$ cat src/rtl/traffic_pkg.sv
// Shared phase encoding and lamp patterns for the traffic signal controllers.
// Latency: none (type and constant definitions only).
// Backpressure: none.
//
// Contents:
//   phase_e    - controller phase, also driven out on the phase output
//   LED_GREEN  - {G,Y,R} lamp pattern for a green approach
//   LED_YELLOW - {G,Y,R} lamp pattern for a yellow approach
//   LED_RED    - {G,Y,R} lamp pattern for a red approach
package traffic_pkg;

    typedef enum logic [1:0] {
        ALL_RED = 2'd0,
        GREEN   = 2'd1,
        YELLOW  = 2'd2
    } phase_e;

    localparam logic [2:0] LED_GREEN  = 3'b100;
    localparam logic [2:0] LED_YELLOW = 3'b010;
    localparam logic [2:0] LED_RED    = 3'b001;

endpackage

$ cat src/rtl/traffic_phase_ctrl_if.sv
// Signal bundle between sensor conditioning / timebase and the phase controller.
// Latency: none (wires only).
// Backpressure: none; tick and sensor are sampled every clk, lamps are driven every clk.
//
// Signals:
//   tick       - one-cycle timebase strobe
//   sensor     - per-approach vehicle request
//   led        - per-approach {G,Y,R} lamps, approach i at led[3*i +: 3]
//   green_id   - approach owning the current phase
//   phase      - current controller phase
//   preempt    - emergency preemption request   (only with TRAFFIC_PREEMPT_EN)
//   preempt_id - approach to preempt to         (only with TRAFFIC_PREEMPT_EN)
// Modports: master = sensor/timebase side, slave = the phase controller.
interface traffic_phase_ctrl_if #(
    parameter int N_APPROACH = 4
);
    import traffic_pkg::*;

    localparam int ID_W = $clog2(N_APPROACH);

    logic                    tick;
    logic [N_APPROACH-1:0]   sensor;
    logic [3*N_APPROACH-1:0] led;
    logic [ID_W-1:0]         green_id;
    phase_e                  phase;

`ifdef TRAFFIC_PREEMPT_EN
    logic                    preempt;
    logic [ID_W-1:0]         preempt_id;

    modport master (
        output tick, sensor, preempt, preempt_id,
        input  led, green_id, phase
    );

    modport slave (
        input  tick, sensor, preempt, preempt_id,
        output led, green_id, phase
    );
`else
    modport master (
        output tick, sensor,
        input  led, green_id, phase
    );

    modport slave (
        input  tick, sensor,
        output led, green_id, phase
    );
`endif

endinterface

$ cat src/rtl/rr_arbiter.sv
// Round-robin pick of the next request strictly after 'last', wrapping to 'last' itself.
// Latency: purely combinational.
// Backpressure: none; the caller decides when the grant is consumed.
//
// Ports:
//   req         - request vector
//   last        - index of the previous owner; search starts at last+1
//   grant_id    - chosen index (0 when nothing is requested)
//   grant_valid - at least one request is set
module rr_arbiter #(
    parameter  int N    = 4,
    localparam int ID_W = $clog2(N)
) (
    input  logic [N-1:0]    req,
    input  logic [ID_W-1:0] last,
    output logic [ID_W-1:0] grant_id,
    output logic            grant_valid
);

    // hi_*: lowest requester above 'last'; lo_*: lowest requester overall,
    // which is the wrapped-around choice when nothing sits above 'last'.
    logic            hi_found;
    logic [ID_W-1:0] hi_id;
    logic            lo_found;
    logic [ID_W-1:0] lo_id;

    always_comb begin
        hi_found = 1'b0;
        hi_id    = '0;
        lo_found = 1'b0;
        lo_id    = '0;
        // Descending scan so the final hit recorded is the lowest index.
        for (int i = N - 1; i >= 0; i--) begin
            if (req[i]) begin
                lo_found = 1'b1;
                lo_id    = ID_W'(i);
                if (i > int'(last)) begin
                    hi_found = 1'b1;
                    hi_id    = ID_W'(i);
                end
            end
        end
        grant_valid = lo_found;
        grant_id    = hi_found ? hi_id : lo_id;
    end

endmodule

$ cat src/rtl/traffic_phase_ctrl.sv
// N-approach traffic phase controller: latched requests, round-robin grants, tick-timed phases.
// Latency: led/green_id/phase change one clk after the deciding tick; sensor latched next clk.
// Backpressure: none; requests stay latched until their approach is served.
//
// Ports:
//   clk   - system clock
//   rst_n - asynchronous active-low reset (all lamps red, requests cleared)
//   tif   - slave side of traffic_phase_ctrl_if (tick, sensor in; led, green_id, phase out)
// Build option: TRAFFIC_PREEMPT_EN adds preempt/preempt_id handling (emergency preemption).
module traffic_phase_ctrl
    import traffic_pkg::*;
#(
    parameter int N_APPROACH = 4,
    parameter int CNT_W      = 8,
    parameter int GREEN_MIN  = 10,
    parameter int GREEN_MAX  = 60,
    parameter int YELLOW_T   = 3,
    parameter int ALL_RED_T  = 2
) (
    input  logic                 clk,
    input  logic                 rst_n,
    traffic_phase_ctrl_if.slave  tif
);

    localparam int ID_W  = $clog2(N_APPROACH);
    localparam int LED_W = 3 * N_APPROACH;

    // A phase of D ticks ends on the tick seen while the timer holds D-1.
    localparam logic [CNT_W-1:0] AR_LAST   = CNT_W'(ALL_RED_T - 1);
    localparam logic [CNT_W-1:0] Y_LAST    = CNT_W'(YELLOW_T - 1);
    localparam logic [CNT_W-1:0] GMIN_LAST = CNT_W'(GREEN_MIN - 1);
    localparam logic [CNT_W-1:0] GMAX_LAST = CNT_W'(GREEN_MAX - 1);

    phase_e                  state_q;
    logic [CNT_W-1:0]        timer_q;
    logic [ID_W-1:0]         green_id_q;
    logic [LED_W-1:0]        led_q;
    logic [N_APPROACH-1:0]   req_q;
    logic [N_APPROACH-1:0]   req_d;

    logic [CNT_W-1:0]        timer_inc;
    logic [N_APPROACH-1:0]   owner_mask;
    logic                    other_req;
    logic                    leave_norm;
    logic                    leave_green;
    logic                    ar_done;
    logic                    yel_done;
    logic [ID_W-1:0]         arb_id;
    logic                    arb_valid;
    logic [ID_W-1:0]         next_id;

    function automatic logic [LED_W-1:0] led_vec(input logic [ID_W-1:0] id,
                                                 input logic [2:0]      lamp);
        logic [LED_W-1:0] v;
        v = '0;
        for (int i = 0; i < N_APPROACH; i++) begin
            v[3*i +: 3] = (id == ID_W'(i)) ? lamp : LED_RED;
        end
        return v;
    endfunction

    rr_arbiter #(
        .N (N_APPROACH)
    ) u_arb (
        .req         (req_q),
        .last        (green_id_q),
        .grant_id    (arb_id),
        .grant_valid (arb_valid)
    );

    // Home green can sit for a very long time; saturate instead of wrapping
    // so the GREEN_MIN comparison stays true.
    assign timer_inc = (timer_q == {CNT_W{1'b1}}) ? timer_q : timer_q + 1'b1;
    assign ar_done   = tif.tick && (timer_q == AR_LAST);
    assign yel_done  = tif.tick && (timer_q == Y_LAST);

    always_comb begin
        owner_mask = '0;
        for (int i = 0; i < N_APPROACH; i++) begin
            owner_mask[i] = (green_id_q == ID_W'(i));
        end
    end

    // The owner's own latch may still read set in its first green cycle, so
    // it is masked out of the "someone else is waiting" test.
    assign other_req = |(req_q & ~owner_mask);

    // Home approach only yields to traffic; others also time out at GREEN_MAX.
    // '>=' on GREEN_MAX lets an over-long green (after preemption) leave at once.
    assign leave_norm = tif.tick &&
                        (((timer_q >= GMIN_LAST) && other_req) ||
                         ((green_id_q != '0) && (timer_q >= GMAX_LAST)));

`ifdef TRAFFIC_PREEMPT_EN
    logic preempt_hold;

    assign preempt_hold = tif.preempt && (tif.preempt_id == green_id_q);
    // Preemption cuts a foreign green on the next clk without waiting for a tick.
    assign leave_green  = tif.preempt ? !preempt_hold : leave_norm;
    assign next_id      = tif.preempt ? tif.preempt_id : (arb_valid ? arb_id : '0);
`else
    assign leave_green  = leave_norm;
    assign next_id      = arb_valid ? arb_id : '0;
`endif

    // Request latches: set by sensor, held clear for the approach that is green.
    always_comb begin
        req_d = req_q | tif.sensor;
        if (state_q == GREEN) begin
            req_d = req_d & ~owner_mask;
        end
    end

    always_ff @(posedge clk or negedge rst_n) begin
        if (!rst_n) begin
            req_q <= '0;
        end else begin
            req_q <= req_d;
        end
    end

    // Phase FSM with registered lamp, owner and phase outputs. green_id keeps
    // the last owner through yellow and all-red: it is the arbitration origin.
    always_ff @(posedge clk or negedge rst_n) begin
        if (!rst_n) begin
            state_q    <= ALL_RED;
            timer_q    <= '0;
            green_id_q <= '0;
            led_q      <= {N_APPROACH{LED_RED}};
        end else begin
            if (tif.tick) begin
                timer_q <= timer_inc;
            end
            case (state_q)
                ALL_RED: begin
                    if (ar_done) begin
                        state_q    <= GREEN;
                        timer_q    <= '0;
                        green_id_q <= next_id;
                        led_q      <= led_vec(next_id, LED_GREEN);
                    end
                end
                GREEN: begin
                    if (leave_green) begin
                        state_q <= YELLOW;
                        timer_q <= '0;
                        led_q   <= led_vec(green_id_q, LED_YELLOW);
                    end
                end
                YELLOW: begin
                    if (yel_done) begin
                        state_q <= ALL_RED;
                        timer_q <= '0;
                        led_q   <= {N_APPROACH{LED_RED}};
                    end
                end
                default: begin
                    state_q <= ALL_RED;
                    timer_q <= '0;
                    led_q   <= {N_APPROACH{LED_RED}};
                end
            endcase
        end
    end

    assign tif.led      = led_q;
    assign tif.green_id = green_id_q;
    assign tif.phase    = state_q;

endmodule

$ cat src/flat_wrapper.sv
// flat-port wrapper written by rule: the top's interface ports become plain ports
module traffic_phase_ctrl_flat import traffic_pkg::*;
#(
    parameter int N_APPROACH = 4,
    parameter int CNT_W      = 8,
    parameter int GREEN_MIN  = 10,
    parameter int GREEN_MAX  = 60,
    parameter int YELLOW_T   = 3,
    parameter int ALL_RED_T  = 2
)
  (clk, rst_n, tif_tick, tif_sensor, tif_led, tif_green_id, tif_phase);
  traffic_phase_ctrl_if #(.N_APPROACH(N_APPROACH)) tif_i ();
  input  logic clk;
  input  logic rst_n;
  input wire logic [$bits(tif_i.tick)-1:0] tif_tick;
  input wire logic [$bits(tif_i.sensor)-1:0] tif_sensor;
  output wire logic [$bits(tif_i.led)-1:0] tif_led;
  output wire logic [$bits(tif_i.green_id)-1:0] tif_green_id;
  output wire logic [$bits(tif_i.phase)-1:0] tif_phase;
  assign tif_i.tick = tif_tick;
  assign tif_i.sensor = tif_sensor;
  assign tif_led = tif_i.led;
  assign tif_green_id = tif_i.green_id;
  assign tif_phase = tif_i.phase;
  traffic_phase_ctrl #(.N_APPROACH(N_APPROACH), .CNT_W(CNT_W), .GREEN_MIN(GREEN_MIN), .GREEN_MAX(GREEN_MAX), .YELLOW_T(YELLOW_T), .ALL_RED_T(ALL_RED_T)) u_core (.clk(clk), .rst_n(rst_n), .tif(tif_i));
endmodule
$ cat config.mk
export PLATFORM = sky130hd
export DESIGN_NAME = traffic_phase_ctrl_flat
export DESIGN_NICKNAME = d
export VERILOG_FILES = /design/src/rtl/traffic_pkg.sv /design/src/rtl/traffic_phase_ctrl_if.sv /design/src/rtl/rr_arbiter.sv /design/src/rtl/traffic_phase_ctrl.sv /design/src/flat_wrapper.sv
export SDC_FILE = /design/constraint.sdc
export NUM_CORES = 1
export LEC_CHECK = 0
export BUFFER_PORTS_ARGS = -buffer_cell sky130_fd_sc_hd__buf_2
export CELL_PAD_IN_SITES_DETAIL_PLACEMENT = 1
export CELL_PAD_IN_SITES_GLOBAL_PLACEMENT = 1
export CORE_MARGIN = 4
export CORE_UTILIZATION = 40
export CTS_CLUSTER_SIZE = 8
export DETAILED_ROUTE_END_ITERATION = 12
export PLACE_DENSITY = 0.75
export RECOVER_POWER = 50
export SKIP_LAST_GASP = 1
export SYNTH_ARGS = -nofsm -noshare
export SYNTH_HDL_FRONTEND = slang
export SYNTH_SLANG_ARGS = --single-unit
$ cat constraint.sdc
create_clock -name clk -period 2.2 [get_ports clk]
set_clock_uncertainty 0.2 [all_clocks]
set_input_delay 0.33 -clock clk [delete_from_list [all_inputs] [get_ports clk]]
set_output_delay 0.33 -clock clk [all_outputs]
set_load 0.01 [all_outputs]
[After elaboration in Yosys (flattened, before gate mapping)]
Index checks and enable logic that the tools add are counted.
Storage, ports and cells
  register bits: 28
  bits of input ports: 7
  output and inout port bits: 16
  word-level logic and storage cells: 87
Operators by class
  add/subtract/negate cells: 1
  order comparisons: 5
  equal/unequal tests: 14
  muxes and demuxes: 45
  bitwise operators: 4
  reductions and logical operators: 13
Operator list (number)
  $mux 8: 5
  $mux 2: 19
  $mux 12: 3
  $pmux 12 s3: 1
  $pmux 8 s3: 1
  $mux 3: 4
  $eq 2x2->1 const B: 5
  $mux 1: 10
  $add 8x1->8 const B: 1
  $and 4x4->4: 2
  $eq 8x1->1 const B: 1
  $eq 8x2->1 const B: 1
  $eq 8x8->1 const B: 1
  $ge 8x4->1 const B: 1
  $ge 8x6->1 const B: 1
  $eq 2x1->1 const B: 3
  $logic_not 2->1: 3
  $ne 2x1->1 const B: 3
  $pmux 2 s3: 1
  $logic_and 1x1->1: 5
  $gt 2x2->1 const A: 2
  $mux 4: 1
  $not 4->4: 1
  $or 4x4->4: 1
  6 further kinds: 6

[Depth between registers and ports, before layout]
  word-level depth: 13
  mapped depth: 8
  depth with buffers taken out: 7

[Modules after synthesis]
From an unflattened synthesis, not the netlist that was laid out.
Second synthesis, totals
  cells, all modules: 158
  area, all modules: 1539.0 µm²
By module, submodules not included
  traffic_phase_ctrl: times used 1, cells an instance 144, area an instance 1452.6 µm², sequential area each 705.7 µm²
  rr_arbiter: times used 1, cells an instance 14, area an instance 86.3 µm², sequential area each 0.0 µm²

[Worst setup path after synthesis]
No wires, ideal clock.
  path type: reg-to-reg
  start: register u_core.timer_q[1]
  end: register u_core.led_q[3], in the netlist u_core.tif.led[3]
  arrival time: 1.988 ns
  slack: -0.071 ns
  cell stages (with the launch flop): 9
  buffers on the path: 1
  path through: dfrtp_1 inv_1 ha_1 or3b_2 a21oi_1 o41ai_2 o211ai_4 buf_6 mux2_4
Between the ends
  cells in the longest elaborated chain, start to end: 6
  elaborated cells between the ends (all ways): 14
  classes of those cells: 2 x order compare; 5 x eq/ne; 7 x reduce/logical
Ends and longest elaborated chain
  from (decl): RTL line traffic_phase_ctrl.sv:35  | logic [CNT_W-1:0] timer_q;
  from (signal assigned): RTL line traffic_phase_ctrl.sv:132  | timer_q <= timer_inc;
  $ge 8x4->1 / $ge 8x6->1 (equally long branches): RTL line traffic_phase_ctrl.sv:91, traffic_phase_ctrl.sv:92
  $logic_and 1x1->1 (on tied branches): RTL line traffic_phase_ctrl.sv:91, traffic_phase_ctrl.sv:92
  $logic_or 1x1->1: RTL line traffic_phase_ctrl.sv:91  | (((timer_q >= GMIN_LAST) && other_req) ||
  $logic_and 1x1->1: RTL line traffic_phase_ctrl.sv:90  | assign leave_norm = tif.tick &&
  $ne 2x1->1 (no line)
  $reduce_and 3->1 (no line) *
  to (signal assigned): RTL line traffic_phase_ctrl.sv:129  | led_q <= {N_APPROACH{LED_RED}};
  to (signal assigned): RTL line traffic_phase_ctrl.sv:140  | led_q <= led_vec(next_id, LED_GREEN);
  to (signal assigned): RTL line traffic_phase_ctrl.sv:147  | led_q <= led_vec(green_id_q, LED_YELLOW);
  to (decl): RTL line traffic_phase_ctrl.sv:37  | logic [LED_W-1:0] led_q;
Every way passes the cells marked *; elsewhere a longest branch is shown, timed or not.
A chain may end at the register's enable or synchronous reset.

[Worst setup path after layout]
  start: register u_core.timer_q[5]
  end: register u_core.led_q[5], in the netlist u_core.tif.led[5]
Same word-level chain as after synthesis.

==> reports/qor.yml <==
setup_path:
  path_class: "flop to flop"
  crit_arrival_ns: 2.33
  crit_buf_inv: 2
  max_stage_delay_ns: 0.59
  r2r_cells: 7
  path_max_fanout: 5
  required_ns: 2.18
  cp.depth: 7
  setup.worst_path.start_class: "flop"
  path_cells: "or4_4 > nor4b_4 > a21o_4 > o211ai_4 > buf_12 > buf_6 > a22o_1"
  critPathSlowestCell: "or4_4"
  path_delay_family: "simple AND/OR/NAND/NOR gates"
  critPathCaptureType: "flop"
finish:
  final_nets: 217
  drive_gt1_share_pct: 46.3
  area_growth_pct: 40.2
  antenna_cells: 0
  fillers: 420
logic_synthesis:
  syn_inst: 147
  syn_area_um2: 1570
  yosysMostFrequentCell: "dfrtp_1"
  synthTopCellsByCount: "dfrtp_1, nand2_1, nor2_1"
  yosysSeqAreaShare_pct: 44.9
  synth_fp_nets: 158
  yosys.cell_types.count: 51
  async_flop_share_pct: 100
  avgSynthCellArea_um2: 10.7
  ys_warn_count: 0
  synth_area_leader_cell: "dfrtp_1"
  ys_ff_latch: 28
  yosys.area.top_type_share_pct: 38.2
  synthTopCellsByArea: "dfrtp_1, dfstp_2, ha_1"
  synth_edf_count: 0
  synthFlopType: "dfrtp_1"
clock_tree:
  cts_tree: "built"
  cts_buffers: 3
  clockRootBuffer: "clkbuf_8"
  clockBufferDepth: 2
  htreeDepth: 1
  clk-insertion-delay-late_ns: 0.29
  cts.sinks: 28
  clkTransAtPathRegs_ns: 0.10
placed_design:
  io_buffers: 22
  post-place-ws_ns: -0.210
  dp_hpwl_um: 3380
  gp_congestion: 0.841
power_and_ir_drop:
  worst_ir_drop_vdd_mv: 0.613
  p_int_mw: 1.89
  power.total_mw: 3.22
  switching_power_mw: 1.32
  power.density_nw_per_um2: 1460
  clkPwrFrac_pct: 13.0
  p_comb_share_pct: 58.0
  p_seq_share_pct: 29.0
  leakage_nw: 1.04
  swShare_pct: 41.1
floorplan:
  die_w_um: 70.7
  die_area_um2: 5000
  ios: 23
  core-area_um2: 3740
  initial_core_util_pct: 42.0
  die_h_um: 70.7
  rows: 22
global_routing:
  grt_busiest_layer: "met2"
  use_met2_pct: 36.1
  gr-usage-met1_pct: 27.0
  antenna_found_initial: 0
  grt_pass1_vias: 1623
  grt_pass1_wl_um: 8420
  grt.overflow.total: 0
  grt_usage_pct: 21.1
  grt_max_degree: 29
  use_met3_pct: 1.70
timing:
  fmax_mhz: 426
  rsz0062_at_grt: "yes"
  max_slew.worst_pin.slew_ns: 0.839
  slew_violations: 0
  finalCritPeriodShare_pct: 107
  setup_viol: 20
  fin_ws_ns: -0.145
  timing.final.crit_period_ns: 2.34
  hold_violations: 0
  relSlewSlack_pct: 43.3
min_path:
  hp-class: "input port to flop"
  holdPathStages: 3
detailed_routing:
  wire_per_inst_um: 20.9
  vias: 1441
  drt_iter0_drc: 95
  wirelength_um: 5290
  drtPass1Iterations: 4
  drcViolationCount: 0
  via_per_inst: 5.70
  ant_nets: 0
outcome:
  violations: "negative setup slack"
  status: "finished with violations"
job:
  cap_violations: 0
-- worst reg2reg max path: cells and delay by family (launching register included) --
kind                   cells  cell delay, ns
buffers and inverters      2            0.27
DFF                        1            0.40
and+or+nand+nor            2            0.88
AOI/OAI and AO/OA          3            0.51
-- per-layer routing --
layer,share of wire [%],vias up
met5,0,-
met2,52,28
met3,2.9,11
li1,-,654
met1,42,748
met4,3.0,0
-- layout by cell type, fill, tap and decap left out, types with 5 or more instances in the layout --
cell type  synthesis  final
buf_4              0     32
and3_1             5      5
and2_1             7      6
xnor2_1            5      5
nor2_1             8      8
buf_2              4     22
nand2_1           13     13
dfrtp_1           24     23
-- worst paths after layout --
path	startpoint	end	slack, ns
worst min-delay path	tif_sensor[2]	u_core.req_q[2]	0.05
min in group asynchronous	rst_n	u_core.timer_q[7]	0.41
worst min register to register	u_core.tif.led[8]	u_core.tif.led[8]	0.30
worst max-delay path	u_core.timer_q[5]	u_core.tif.led[5]	-0.14
worst max register to register	u_core.timer_q[5]	u_core.tif.led[5]	-0.14
max in group asynchronous	rst_n	u_core.tif.green_id[1]	0.89
-- state kept, by name, summed over array words and instances, names as in the netlist --
name,cells
u_core.tif.led,12
u_core.timer_q,8
u_core.req_q,4
u_core.tif.green_id,2
u_core.tif.phase,2
-- cell type report --
type | count | area, um^2 | share of cell area (%)
Multi-Input combinational cell | 107 | 925 | 41.9
Sequential cell | 28 | 707 | 32.1
Timing Repair Buffer | 60 | 419 | 19.0
Tap cell | 48 | 60.1 | 2.72
Clock buffer | 3 | 41.3 | 1.87
Clock inverter | 1 | 30.0 | 1.36
Inverter | 6 | 22.5 | 1.02
-- timing repair --
action | in CTS | in global routing
hold buffers | 1 | 0
gates resized for setup | 10 | 15
endpoints found under the hold margin | 24 | 0
cloned | 0 | 1
buffers inserted | 6 | 4
endpoints found under the setup margin | 22 | 22
pin swaps | 3 | 9
-- metrics by stage --
stage	utilization [%]	cells	hold WS, ns	instance area, um^2	setup TNS [ns]
after global placement	51.3	238	0.172	1920	-0.860
after CTS	56.3	249	0.0503	2110	-1.07
after global routing	58.9	253	0.0562	2200	-2.55
final	58.9	253	0.0518	2200	-1.65
after detailed placement	51.3	238	0.185	1920	-2.96
after floorplan	-	147	-0.166	1580	-0.0762
-- cells by family after synthesis --
logic type	count (synthesis)	synth area share (%)
buffers and inverters	12	3.66
XOR/XNOR	5	2.78
multiplexers	7	5.57
flip-flops	28	44.9
adder cells (fa/ha/maj)	4	3.18
AO/OA/AOI/OAI	33	18.0
AND/OR/NAND/NOR	58	22.0
-- power by group through the flow --
stage | Sequential (mW) | Clock [mW] | Combinational [mW]
floorplan | 0.917 | 0 | 0.855
global route | 0.964 | 0.444 | 1.99
global placement | 0.896 | 0 | 1.43
detailed placement | 0.917 | 0 | 1.50
finish | 0.934 | 0.419 | 1.87
CTS | 0.918 | 0.420 | 1.67
No activity file was read; power rests on OpenSTA's default activity.
